File: src/rtl/instr_fetch_unit.sv
// Instruction fetch unit: owns the PC, reads the instruction memory combinationally
// and queues {pc, instr} pairs for decode behind a valid/ready handshake.
module instr_fetch_unit #(
  parameter logic [31:0] RESET_PC   = 32'h0000_0000,
  parameter int          FIFO_DEPTH = 2
) (
  input  logic        clk,
  input  logic        reset,
  input  logic        fetch_en,
  output logic [31:0] read_address,
  input  logic [31:0] instruction_out,
  input  logic        redirect_valid,
  input  logic [31:0] redirect_target,
  output logic        if_valid,
  input  logic        if_ready,
  output logic [31:0] if_pc,
  output logic [31:0] if_instr,
  output logic        misaligned_err
);

  localparam int AW = (FIFO_DEPTH > 1) ? $clog2(FIFO_DEPTH) : 1;
  localparam int CW = AW + 1;

  logic [31:0]   r_pc;
  logic [CW-1:0] r_count;
  logic [AW-1:0] r_wr;
  logic [AW-1:0] r_rd;
  logic          r_mis;
  logic [31:0]   r_q_pc    [FIFO_DEPTH];
  logic [31:0]   r_q_instr [FIFO_DEPTH];

  logic w_full;
  logic w_empty;
  logic w_pop;
  logic w_push;

  assign w_full  = (r_count == CW'(FIFO_DEPTH));
  assign w_empty = (r_count == '0);
  // A redirect flushes the queue, so the head is not consumed that cycle.
  assign w_pop   = ~w_empty & if_ready & ~redirect_valid;
  assign w_push  = fetch_en & ~redirect_valid & (~w_full | w_pop);

  always_ff @(posedge clk) begin
    if (reset) begin
      r_pc    <= RESET_PC;
      r_count <= '0;
      r_wr    <= '0;
      r_rd    <= '0;
      r_mis   <= 1'b0;
    end else if (redirect_valid) begin
      r_pc    <= {redirect_target[31:2], 2'b00};
      r_count <= '0;
      r_wr    <= '0;
      r_rd    <= '0;
      if (redirect_target[1:0] != 2'b00) r_mis <= 1'b1;
    end else begin
      if (w_push) begin
        r_pc <= r_pc + 32'd4;
        r_wr <= r_wr + AW'(1);
      end
      if (w_pop) r_rd <= r_rd + AW'(1);
      r_count <= r_count + CW'(w_push) - CW'(w_pop);
    end
  end

  // Queue storage carries no reset; occupancy is tracked by r_count alone.
  always_ff @(posedge clk) begin
    if (!reset && w_push) begin
      r_q_pc[r_wr]    <= r_pc;
      r_q_instr[r_wr] <= instruction_out;
    end
  end

  assign read_address   = r_pc;
  assign if_valid       = ~w_empty;
  assign if_pc          = w_empty ? 32'd0 : r_q_pc[r_rd];
  assign if_instr       = w_empty ? 32'd0 : r_q_instr[r_rd];
  assign misaligned_err = r_mis;

endmodule

File: config.mk
export PLATFORM = sky130hd
export DESIGN_NAME = instr_fetch_unit
export DESIGN_NICKNAME = d
export VERILOG_FILES = /design/src/rtl/instr_fetch_unit.sv
export SDC_FILE = /design/constraint.sdc
export NUM_CORES = 1
export LEC_CHECK = 0
export ABC_AREA = 0
export BUFFER_PORTS_ARGS = -buffer_cell sky130_fd_sc_hd__buf_2
export CAP_MARGIN = 10
export CORE_UTILIZATION = 48
export CTS_CLUSTER_SIZE = 28
export DETAILED_ROUTE_END_ITERATION = 12
export GPL_TIMING_DRIVEN = 0
export PLACE_DENSITY_LB_ADDON = 0.1
export SLEW_MARGIN = 20
export SYNTH_ARGS = -nofsm -noshare
export SYNTH_HDL_FRONTEND = slang
export SYNTH_SLANG_ARGS = --single-unit
export TNS_END_PERCENT = 50
File: constraint.sdc
create_clock -name clk -period 4 [get_ports clk]
set_clock_uncertainty 0.2 [all_clocks]
set_input_delay 0.2 -clock clk [delete_from_list [all_inputs] [get_ports clk]]
set_output_delay 0.2 -clock clk [all_outputs]
set_load 0.05 [all_outputs]
==> impl_metrics.json <==
{
  "synthCells": 520,
  "drive_gt1_frac": 0.262,
  "required_ns": 3.92,
  "start_kind": "primary input",
  "antenna_found_initial": 0,
  "tightest_slew_ns": 0.822,
  "die_h_microns": 120,
  "synth_cell_type_count": 38,
  "synth_top_area_cell": "edfxtp_1",
  "synthTopCellsByCount": "124 x edfxtp_1, 88 x nor2_1, 63 x mux2i_1",
  "async_flop_share": 0,
  "crit_arrival_ns": 2.77,
  "hold_start": "redirect_valid",
  "post-place-cells": 864,
  "cts_tree": "done",
  "io_buffers": 161,
  "seq_area_frac_synth": 0.666,
  "grt.overflow.total": 0,
  "clkSlewWorstSetupHoldPaths_ns": 0.06,
  "synth.area.top_cells": "edfxtp_1 56%, dfxtp_1 11%, mux2i_1 9.4%",
  "cts_made_buffers": 17,
  "drv_slew": 0,
  "avgRoutedWirePerCell_microns": 16.0,
  "synth_edf_count": 124,
  "synth_top_area_frac": 0.558,
  "yosysMostFrequentCell": "edfxtp_1",
  "ys.flop_type": "edfxtp_1",
  "die_w_microns": 120,
  "fin_nets": 844,
  "grt.total_usage": 0.223,
  "slowest_stage": "nor2_4",
  "first_iter_violations": 361,
  "worstPathMaxFanout": 22,
  "fmax_ghz": 0.351,
  "cts-resized-gates": 0,
  "setup_ws_ns": 1.15,
  "cts_buffer_depth": 2,
  "min_to": "r_count[0]$_SDFF_PP0_",
  "peakVddDrop_v": 0.000343,
  "grt_pass1_wl_mm": 24.4,
  "finish.utilization": 0.681,
  "ys_seq_elements": 160,
  "cp-end-kind": "register",
  "power-per-cell-area_nw_per_um2": 442,
  "gp_congestion": 0.860,
  "fin_tns_setup_ns": 0,
  "drt_first_pass_iters": 4,
  "drv_cap": 0,
  "setup_viol": 0,
  "cts_root_buf": "clkbuf_16",
  "crit_type": "primary input to register",
  "hpwlAfterDp_mm": 10.3,
  "period_needed_ns": 2.85,
  "antenna_cells": 0,
  "yosys_warnings": 0,
  "ant_nets": 0,
  "reg2reg_slack_ns": 1.26,
  "ioPinCount": 167,
  "cts_sinks": 160,
  "synth.avg_cell_area_sq_um": 12.8,
  "fin_cells": 962,
  "run_status": "finished, final reports clean",
  "synth_area_sq_um": 6680,
  "reg2reg_depth": 9,
  "post-place-ws_ns": 1.22,
  "drc_errors": 0,
  "grt_pass1_vias": 4891,
  "r2r-start": "r_count[1]$_SDFF_PP0_",
  "hold_violations": 0,
  "clk_latency_ns": 0.42,
  "rsz0062_at_grt": "no",
  "cp_common_cell": "buf_16",
  "crit_family": "buffers and inverters",
  "max_stage_delay_ns": 0.58,
  "die_area_sq_um": 14400,
  "h-tree-depth": 4,
  "crit_buf_inv": 6,
  "max_slew_margin": 0.450,
  "rows": 42,
  "hold_path.class": "primary input to register",
  "area_growth_syn_to_layout_pct": 36.7,
  "reg2reg_to": "r_q_instr[0][27]$_DFFE_PP_",
  "viasPerCell": 5.06,
  "period_share": 0.712,
  "worstHoldPathCells": 4,
  "postCtsSetupRepairBufs": 0,
  "path_cells": "dlygate4sd3_1, buf_2, or2_2, clkbuf_1, nand2b_2, buf_6, nor2_4, buf_16, buf_16",
  "core_sq_um": 13400,
  "power.leakage_nw": 3.45,
  "initial_core_util": 0.498,
  "routed_wl_mm": 15.4,
  "vias": 4871,
  "grt_max_degree": 23
}
worst min-delay path, stage by stage:
cell	delay, ns
buf_2	0.10
or2_2	0.10
clkbuf_1	0.26
nor2_1	0.07
stage by stage:
| stage | power [mW] | hold WS (ns) | area [sq um] |
|---|---|---|---|
| after floorplan | 2.17 | 0.0989 | 6690 |
| after global placement | 2.28 | 0.189 | 7710 |
| after detailed placement | 2.30 | 0.191 | 7840 |
| after CTS | 4.06 | 0.148 | 9130 |
| after global routing | 4.17 | 0.203 | 9130 |
| final | 4.03 | 0.150 | 9130 |
worst max-delay path by stage:
stage,depth (start not counted),end,start
floorplan,7,r_q_instr[0][0]$_DFFE_PP_,r_count[1]$_SDFF_PP0_
global placement,6,r_q_instr[0][26]$_DFFE_PP_,reset
detailed placement,8,r_q_pc[0][10]$_DFFE_PP_,reset
CTS,9,r_q_instr[0][27]$_DFFE_PP_,reset
global route,9,r_q_instr[0][29]$_DFFE_PP_,reset
finish,9,r_q_instr[0][27]$_DFFE_PP_,reset
cells by family after synthesis:
family                   share of synthesized area
AO/OA/AOI/OAI                               0.0420
XOR/XNOR                                    0.0394
adder cells (fa/ha/maj)                    0.00375
buffers and inverters                       0.0274
flip-flops                                   0.666
multiplexers                                0.0945
other                                     0.000562
AND/OR/NAND/NOR                              0.127
registers in the layout, summed over array words and instances (netlist names), named ones only:
signal / cells
r_q_instr: 64
r_q_pc: 60
read_address: 30
r_count: 2
misaligned_err: 1
r_rd: 1
r_wr: 1
final cells by class:
type                       count  area [sq um]
tap                          176           220
buffer                        32           153
fill                        1032          4280
timing repair buffer         231          1580
sequential                   160          4440
inverter                       8          30.0
multi-input combinational    323          2070
clock inverter                12           190
clock buffer                  20           437
where the power goes:
| part | total, mW | internal (mW) | switching (mW) |
|---|---|---|---|
| Combinational | 0.425 | 0.152 | 0.273 |
| Sequential | 1.89 | 1.84 | 0.0464 |
| Clock | 1.72 | 1.10 | 0.618 |
what timing repair did:
item                       in CTS  in global routing
setup endpoints to repair       0                  0
hold buffers                   66                  0
hold endpoints to repair       97                  0
metal layers:
metal  track usage  wire length (microns)  up-vias  part of all wire
met1         0.288                   6890     2294              0.45
met2         0.366                   7410      167              0.48
li1              -                      -     2395                 -
met3        0.0485                    866       15             0.056
met4        0.0859                    187        0             0.012
met5             0                      0        -                 0
placed cells by master (no fill, tap or decap), types with 9 or more instances in the layout:
| cell type | synthesis | routed |
|---|---|---|
| buf_2 | 2 | 163 |
| edfxtp_1 | 124 | 124 |
| nor2_1 | 88 | 86 |
| dlygate4sd3_1 | 0 | 66 |
| mux2i_1 | 63 | 63 |
| dfxtp_1 | 36 | 36 |
| xnor2_1 | 28 | 28 |
| nand2_1 | 27 | 27 |
| clkbuf_1 | 19 | 22 |
| clkbuf_16 | 0 | 17 |
| a21oi_1 | 14 | 14 |
| a211oi_1 | 13 | 13 |
| and3_1 | 10 | 10 |
| nor3_1 | 10 | 10 |
| nand3_1 | 9 | 9 |
No activity file was read; power rests on OpenSTA's default activity.
